**config.mk**
```make
export PLATFORM = sky130hd
export DESIGN_NAME = seq_multiplier_bcd_signed_flat
export DESIGN_NICKNAME = d
export VERILOG_FILES = /design/src/rtl/seq_multiplier_bcd_signed_if.sv /design/src/rtl/seq_multiplier_bcd_signed.sv /design/src/flat_wrapper.sv
export SDC_FILE = /design/constraint.sdc
export NUM_CORES = 1
export LEC_CHECK = 0
export ABC_AREA = 1
export BUFFER_PORTS_ARGS = -buffer_cell sky130_fd_sc_hd__buf_2
export CORE_MARGIN = 3
export CORE_UTILIZATION = 50
export CTS_CLUSTER_DIAMETER = 50
export DETAILED_ROUTE_END_ITERATION = 10
export HOLD_SLACK_MARGIN = 0.1
export PLACE_DENSITY = 0.76
export SYNTH_ARGS = -nofsm -noshare
export SYNTH_HDL_FRONTEND = slang
export SYNTH_SLANG_ARGS = --single-unit
```
**constraint.sdc**
```tcl
create_clock -name clk -period 6 [get_ports clk]
set_clock_uncertainty 0.15 [all_clocks]
set_input_delay 0.6 -clock clk [delete_from_list [all_inputs] [get_ports clk]]
set_output_delay 0.6 -clock clk [all_outputs]
set_load 0.005 [all_outputs]
```
**src/rtl/seq_multiplier_bcd_signed_if.sv**
```systemverilog
// -----------------------------------------------------------------------------
// seq_multiplier_bcd_signed_if
// Handshake and result bundle for the sequential signed/unsigned multiplier
// with binary-to-BCD conversion.
//
// Signals:
//   start        request a new operation (sampled on a rising clk edge)
//   signed_mode  1 = A/B are two's complement, 0 = unsigned (sampled with start)
//   A, B         N-bit operands (sampled with start)
//   busy         high while the multiplier is multiplying or converting
//   done         one-cycle pulse; results valid from this cycle on
//   bin_product  2N-bit product (two's complement in signed mode)
//   sign         product is negative (signed mode, nonzero product only)
//   bcd          NDIG-digit BCD magnitude, digit 0 in bits [3:0]
//   overflow     magnitude does not fit in NDIG digits
//
// Modports: master = operand source / display side, slave = multiplier.
// -----------------------------------------------------------------------------
interface seq_multiplier_bcd_signed_if #(
    parameter int N    = 8,
    parameter int NDIG = 5
) ();
    logic                start;
    logic                signed_mode;
    logic [N-1:0]        A;
    logic [N-1:0]        B;
    logic                busy;
    logic                done;
    logic [2*N-1:0]      bin_product;
    logic                sign;
    logic [4*NDIG-1:0]   bcd;
    logic                overflow;

    modport master (
        output start, signed_mode, A, B,
        input  busy, done, bin_product, sign, bcd, overflow
    );

    modport slave (
        input  start, signed_mode, A, B,
        output busy, done, bin_product, sign, bcd, overflow
    );
endinterface

```
**src/rtl/seq_multiplier_bcd_signed.sv**
```systemverilog
// -----------------------------------------------------------------------------
// seq_multiplier_bcd_signed
// Sequential N x N multiplier (shift-add on operand magnitudes, N cycles)
// followed by an iterative double-dabble binary-to-BCD conversion (2N cycles).
// Supports unsigned and two's complement operands and flags BCD overflow when
// the product magnitude needs more than NDIG decimal digits.
//
// Ports:
//   clk    system clock, rising edge
//   reset  asynchronous active-low reset
//   bus    seq_multiplier_bcd_signed_if.slave (start/done handshake, operands,
//          binary product, sign, BCD digits, overflow)
//
// Latency: results and done are registered together at capture edge + 3N;
// done stays high for the following cycle only. Results hold until the next
// completion or reset.
// -----------------------------------------------------------------------------
module seq_multiplier_bcd_signed #(
    parameter int N    = 8,
    parameter int NDIG = 5
) (
    input  logic                          clk,
    input  logic                          reset,
    seq_multiplier_bcd_signed_if.slave    bus
);

    localparam int PW = 2 * N;                  // product width
    localparam int DW = 4 * NDIG;               // BCD vector width
    localparam int CW = $clog2(PW) + 1;         // iteration counter width

    typedef enum logic [1:0] {
        S_IDLE,
        S_MULT,
        S_CONV,
        S_DONE
    } state_t;

    state_t          r_state;
    logic [CW-1:0]   r_cnt;
    logic            r_neg;
    logic [PW-1:0]   r_mcand;      // shifted multiplicand magnitude
    logic [N-1:0]    r_mplier;     // multiplier magnitude, consumed LSB first
    logic [PW-1:0]   r_acc;        // partial product; holds |P| through CONV
    logic [PW-1:0]   r_bin;        // binary bits still to be shifted into BCD
    logic [DW-1:0]   r_digits;
    logic            r_ovf;        // sticky: a 1 left the top digit

    logic            r_busy;
    logic            r_done;
    logic [PW-1:0]   r_product;
    logic            r_sign;
    logic [DW-1:0]   r_bcd;
    logic            r_overflow;

    logic [N-1:0]    w_mag_a;
    logic [N-1:0]    w_mag_b;
    logic            w_neg;
    logic [PW-1:0]   w_acc_next;
    logic [DW-1:0]   w_adj;
    logic [DW-1:0]   w_digits_next;
    logic            w_ovf_next;
    logic [DW-1:0]   w_bcd_final;
    logic            w_neg_result;
    logic [PW-1:0]   w_product_final;

    // Magnitudes at capture. For the most negative value the N-bit negation
    // wraps back to 100..0, which read as unsigned is exactly 2^(N-1).
    assign w_mag_a = (bus.signed_mode && bus.A[N-1]) ? (~bus.A) + N'(1) : bus.A;
    assign w_mag_b = (bus.signed_mode && bus.B[N-1]) ? (~bus.B) + N'(1) : bus.B;
    assign w_neg   = bus.signed_mode & (bus.A[N-1] ^ bus.B[N-1]);

    assign w_acc_next = r_mplier[0] ? r_acc + r_mcand : r_acc;

    // Double-dabble correction: add 3 to every digit >= 5 before the shift.
    always_comb begin
        // NOTE: default assignment first so every path drives w_adj; without it
        // the conditional per-digit update would infer latches.
        w_adj = r_digits;
        for (int d = 0; d < NDIG; d++) begin
            if (r_digits[4*d +: 4] >= 4'd5) begin
                w_adj[4*d +: 4] = r_digits[4*d +: 4] + 4'd3;
            end
        end
    end

    // The corrected top bit is what leaves the highest digit on this shift.
    assign w_digits_next   = {w_adj[DW-2:0], r_bin[PW-1]};
    assign w_ovf_next      = r_ovf | w_adj[DW-1];
    assign w_bcd_final     = w_ovf_next ? {NDIG{4'h9}} : w_digits_next;
    assign w_neg_result    = r_neg & (|r_acc);
    assign w_product_final = w_neg_result ? (~r_acc) + PW'(1) : r_acc;

    // NOTE: state is updated with non-blocking assignments so every register
    // samples values from before the edge, independent of statement order.
    always_ff @(posedge clk or negedge reset) begin
        if (!reset) begin
            r_state    <= S_IDLE;
            r_cnt      <= '0;
            r_neg      <= 1'b0;
            r_mcand    <= '0;
            r_mplier   <= '0;
            r_acc      <= '0;
            r_bin      <= '0;
            r_digits   <= '0;
            r_ovf      <= 1'b0;
            r_busy     <= 1'b0;
            r_done     <= 1'b0;
            r_product  <= '0;
            r_sign     <= 1'b0;
            r_bcd      <= '0;
            r_overflow <= 1'b0;
        end else begin
            r_done <= 1'b0;
            case (r_state)
                // DONE accepts a new start exactly like IDLE (back-to-back).
                S_IDLE, S_DONE: begin
                    if (bus.start) begin
                        r_state  <= S_MULT;
                        r_busy   <= 1'b1;
                        r_cnt    <= '0;
                        r_neg    <= w_neg;
                        r_mcand  <= {{N{1'b0}}, w_mag_a};
                        r_mplier <= w_mag_b;
                        r_acc    <= '0;
                    end else begin
                        r_state  <= S_IDLE;
                    end
                end

                S_MULT: begin
                    r_acc    <= w_acc_next;
                    r_mcand  <= r_mcand << 1;
                    r_mplier <= r_mplier >> 1;
                    if (r_cnt == CW'(N - 1)) begin
                        r_state  <= S_CONV;
                        r_cnt    <= '0;
                        r_bin    <= w_acc_next;
                        r_digits <= '0;
                        r_ovf    <= 1'b0;
                    end else begin
                        r_cnt    <= r_cnt + CW'(1);
                    end
                end

                S_CONV: begin
                    r_bin    <= r_bin << 1;
                    r_digits <= w_digits_next;
                    r_ovf    <= w_ovf_next;
                    if (r_cnt == CW'(PW - 1)) begin
                        r_state    <= S_DONE;
                        r_busy     <= 1'b0;
                        r_done     <= 1'b1;
                        r_product  <= w_product_final;
                        r_sign     <= w_neg_result;
                        r_bcd      <= w_bcd_final;
                        r_overflow <= w_ovf_next;
                    end else begin
                        r_cnt      <= r_cnt + CW'(1);
                    end
                end

                default: r_state <= S_IDLE;
            endcase
        end
    end

    assign bus.busy        = r_busy;
    assign bus.done        = r_done;
    assign bus.bin_product = r_product;
    assign bus.sign        = r_sign;
    assign bus.bcd         = r_bcd;
    assign bus.overflow    = r_overflow;

endmodule

```
**src/flat_wrapper.sv**
```systemverilog
// flat-port wrapper written by rule: the top's interface ports become plain ports
module seq_multiplier_bcd_signed_flat 
#(
    parameter int N    = 8,
    parameter int NDIG = 5
)
  (clk, reset, bus_start, bus_signed_mode, bus_A, bus_B, bus_busy, bus_done, bus_bin_product, bus_sign, bus_bcd, bus_overflow);
  seq_multiplier_bcd_signed_if #(.N(N), .NDIG(NDIG)) bus_i ();
  input  logic clk;
  input  logic reset;
  input wire logic [$bits(bus_i.start)-1:0] bus_start;
  input wire logic [$bits(bus_i.signed_mode)-1:0] bus_signed_mode;
  input wire logic [$bits(bus_i.A)-1:0] bus_A;
  input wire logic [$bits(bus_i.B)-1:0] bus_B;
  output wire logic [$bits(bus_i.busy)-1:0] bus_busy;
  output wire logic [$bits(bus_i.done)-1:0] bus_done;
  output wire logic [$bits(bus_i.bin_product)-1:0] bus_bin_product;
  output wire logic [$bits(bus_i.sign)-1:0] bus_sign;
  output wire logic [$bits(bus_i.bcd)-1:0] bus_bcd;
  output wire logic [$bits(bus_i.overflow)-1:0] bus_overflow;
  assign bus_i.start = bus_start;
  assign bus_i.signed_mode = bus_signed_mode;
  assign bus_i.A = bus_A;
  assign bus_i.B = bus_B;
  assign bus_busy = bus_i.busy;
  assign bus_done = bus_i.done;
  assign bus_bin_product = bus_i.bin_product;
  assign bus_sign = bus_i.sign;
  assign bus_bcd = bus_i.bcd;
  assign bus_overflow = bus_i.overflow;
  seq_multiplier_bcd_signed #(.N(N), .NDIG(NDIG)) u_core (.clk(clk), .reset(reset), .bus(bus_i));
endmodule
```
==> impl_summary.md <==
CTS
The post-cts hold buffer count is 0. After clock tree synthesis, the clock-pin slew on the worst setup and hold paths is 0.06 ns. The tree built by TritonCTS fans out to 125 sinks. In this run the number of H-tree levels came out at 4.

The clock reaches the later pin of the worst-skew pair after 0.42 ns. The number of post-CTS setup repair buffers is 0. Clock tree synthesis selected as its root buffer the cell clkbuf_16.

The number of gates resized after cts is 0. The number of buffers created by CTS is 17. TritonCTS built the clock tree.

The maximum root-to-sink buffer count is 2.

Critical path
STA classifies the critical path endpoint as a flip-flop. The critical path startpoint category is a flip-flop. The cell family contributing the most delay on the critical path is simple AND/OR/NAND/NOR gates. The worst-path maximum fanout is 30. The required time of the critical path is 6.21 ns. The type of the worst setup path is flip-flop to flip-flop. In this design, the stage delay of the slowest critical-path cell is 0.81 ns. The worst register-to-register path ends at u_core.r_cnt[2]. STA puts the critical path data arrival time at 3.83 ns. The reg-to-reg startpoint is u_core.r_cnt[0]. The cell with the largest stage delay on the worst path is nand2_1. Counting both buffers and inverters, the worst setup path holds a total of 3. Measured in cells, the most critical reg-to-reg path has a length of 11. Traced cell by cell, the critical path runs through ha_1, nand2_1, nor2_1, ha_1, nand2_1, inv_1, nor2_1, inv_1, nor2_1, o21ai_0, inv_1. The worst setup slack for register-to-register paths is 2.38 ns.

STA
Setup repair after global routing left no endpoint under its margin. The count of final setup violators is 0. Timing would allow up to 0.2761 GHz. The count of endpoints failing hold in the final timing report was 0. After layout, the worst path uses a little over 60% of the clock period. The setup slack after layout is 2.378 ns. The transition time at the pin with the least slew margin is approximately 1.1 ns. The tightest hold path in the finished design has a slack of 0.1389 ns. The max-slew headroom at the worst pin is 26.06%.

The setup total negative slack is 0 ns. The time the worst path needs with I/O delays and setup is ~3.6 ns. The final-report max-slew violation count came to 0.

GRT
The number of global-route vias before repair came to 6,070. Across every metal layer, demand over resource in global routing totals approximately 22%. The global-route congestion overflow total is 0.

The largest net degree at the start of global routing is 71. The first global-routing pass estimated 29,040 microns of wire. The initial antenna violation count is 0.

Layout
The net count of the finished layout is around 1,100. Fill cells in the final layout number between 1,000 and 1,500. The library cells used most frequently in the layout, excluding fill and tap cells, are nand2_1, dfrtp_1, inv_1, nor2_1, o21ai_0. The area growth from synthesis to layout is 12.99%. The ratio of cells with drive above 1 in the final layout is 12.00%.

The commonest non-fill, non-tap cell in the layout is nand2_1. The total inserted antenna cells is 0. The filler-free cell count of the finished design is approximately 1,200.

Logic synthesis
The number of warnings issued by yosys is 0. The sequential-to-total area share from yosys stat is a little over two fifths. The mean instance size in the synthesized netlist is around 7.5 sq um. The cell count after synthesis came out at 964. Summing every instance area after synthesis gives 7272 sq um. Counting every net in the synthesized netlist gives 1,017. The most used flip-flop cell after synthesis is dfrtp_1. The cell accounting for the most synthesized area is dfrtp_1.

The top cell type by area accounts for 43.01% of the synthesized area. Yosys mapped a number of flops with a built-in enable equal to 0. The synthesis-stage register bit count is 125. The synthesized netlist contains 44 unique library cells. Counting flops with an async set or reset pin after synthesis yields a share of 100.0%. After synthesis, the cell types taking the most area are dfrtp_1, nand2_1, inv_1.

Route
The first-iteration detailed-routing DRC count is 500. For this block, the routed nets add up to 16,980 microns of wire. The detailed-route wire length per cell is 14.09 microns. The post-detailed-route count of antenna-violating nets is 0.

The residual DRC count is 0. The iteration count of the initial detailed-routing pass is 5. The detailed router placed 6,424 vias in this run. In the routed layout, each cell is associated on average with a via count of 5.331.

Floorplan
The top-level port count is 60. The core region is 14,040 sq um. The total die area is roughly 16,000 sq um. The horizontal extent of the die is 126.6 microns. The effective utilization at floorplan is 51.79%.

The standard-cell row count is 43. The vertical die dimension is ~130 microns.

Pwr
The power density relative to cell area is 472.3 nW/um^2. The peak ir drop on the vdd network is 0.2649 mV. The completed layout was analyzed and its total power is 3.881 mW.

The cell leakage power is 4.378 nW.

Placed design
The routability-driven placement congestion ratio is 0.9232. The worst setup timing slack at the placement stage is approximately 2.4 ns. The HPWL after detailed placement is 12,110 microns.

The count of buffers added on input and output ports is 59. The cell total after placement is roughly 1,200.

Hold path
The path type of the worst min-delay path is input port to asynchronous set/reset pin.

Job
Max-cap violations in this run came to 0.

Run status
The flow ran to the end, and the final reports show no timing, DRC or antenna violations.
[sequential cells by signal, summed over array words and instances (netlist names)]
signal                  count
u_core.r_mcand             16
u_core.r_state              2
u_core.r_bin               16
u_core.r_cnt                5
u_core.bus.sign             1
u_core.r_ovf                1
u_core.r_digits            20
u_core.r_acc               16
u_core.r_neg                1
u_core.bus.done             1
u_core.bus.bin_product     16
u_core.r_mplier             8
u_core.bus.bcd             20
u_core.bus.overflow         1
u_core.bus.busy             1
[routing by layer]
| metal | track usage (%) | vias up | wire length (microns) |
|---|---|---|---|
| met5 | 0 | - | 0 |
| met4 | 6.940 | 0 | 320 |
| met3 | 5.095 | 25 | 1016 |
| met2 | 34.12 | 178 | 7499 |
| met1 | 31.50 | 2976 | 8142 |
| li1 | - | 3245 | - |
[worst max-delay path by stage]
stage,startpoint,to,slack [ns],cells past startpoint
4_1_cts,u_core.r_cnt[0],u_core.r_cnt[2],2.33,11
5_1_grt,u_core.r_cnt[0],u_core.r_cnt[2],2.01,11
2_1_floorplan,u_core.r_acc[0],u_core.r_bin[14],4.08,12
3_3_place_gp,u_core.r_cnt[0],u_core.r_cnt[2],2.54,11
3_5_place_dp,u_core.r_cnt[0],u_core.r_cnt[2],2.43,11
6_report,u_core.r_cnt[0],u_core.r_cnt[2],2.38,11
[cells in the mapped netlist, drive strengths merged (2+ instances only)]
cell type  count
buf           18
nand2        274
o22ai         37
dfrtp        125
a31oi          5
or2            6
o31ai          3
xor2          12
nor3          11
ha            32
nor4           2
nor2          84
nand3         57
inv          128
xnor2          4
clkbuf        12
nand4          2
a21oi         44
o21ai         85
o211ai        11
o21a           2
[cells by family (layout without fill, tap and decap cells)]
kind of cell / Yosys count / in the layout / share of synthesized area, %
simple gates: 439 / 439 / 25.33
mux: 1 / 1 / 0.1548
flops: 125 / 125 / 43.01
xor+xnor: 16 / 16 / 1.927
fa+ha+maj: 33 / 33 / 5.781
buf+inv: 159 / 220 / 9.050
compound gates: 191 / 191 / 14.75
[power by group]
| group | internal [mW] | switching, mW |
|---|---|---|
| Sequential | 1.03 | 0.182 |
| Clock | 0.642 | 0.373 |
| Combinational | 0.531 | 1.12 |
[worst register-to-register path: stages, from the launching register on]
cell,delay [ns]
dfrtp_1,0.41
ha_1,0.22
nand2_1,0.11
nor2_1,0.05
ha_1,0.20
nand2_1,0.81
inv_1,0.80
nor2_1,0.47
inv_1,0.12
nor2_1,0.10
o21ai_0,0.09
inv_1,0.06
[metrics by stage]
step,cell area (sq um),util [%]
detailed placement,7632,54.35
CTS,8217,58.51
finish,8217,58.51
global placement,7632,54.35
floorplan,7272,-
global route,8217,58.51
[area by class of cell]
type                    instances  area, sq um  share of cell area (%)
multi-input cells             680         3486                   42.42
clock inverters                 9        110.1                   1.340
clock buffers                  22        474.2                   5.771
repair buffers                 61        312.8                   3.807
inverters                     128        480.5                   5.847
well taps                     180        225.2                   2.741
flip-flops and latches        125         3128                   38.07
Note: power is estimated with default switching activity, not from simulation.
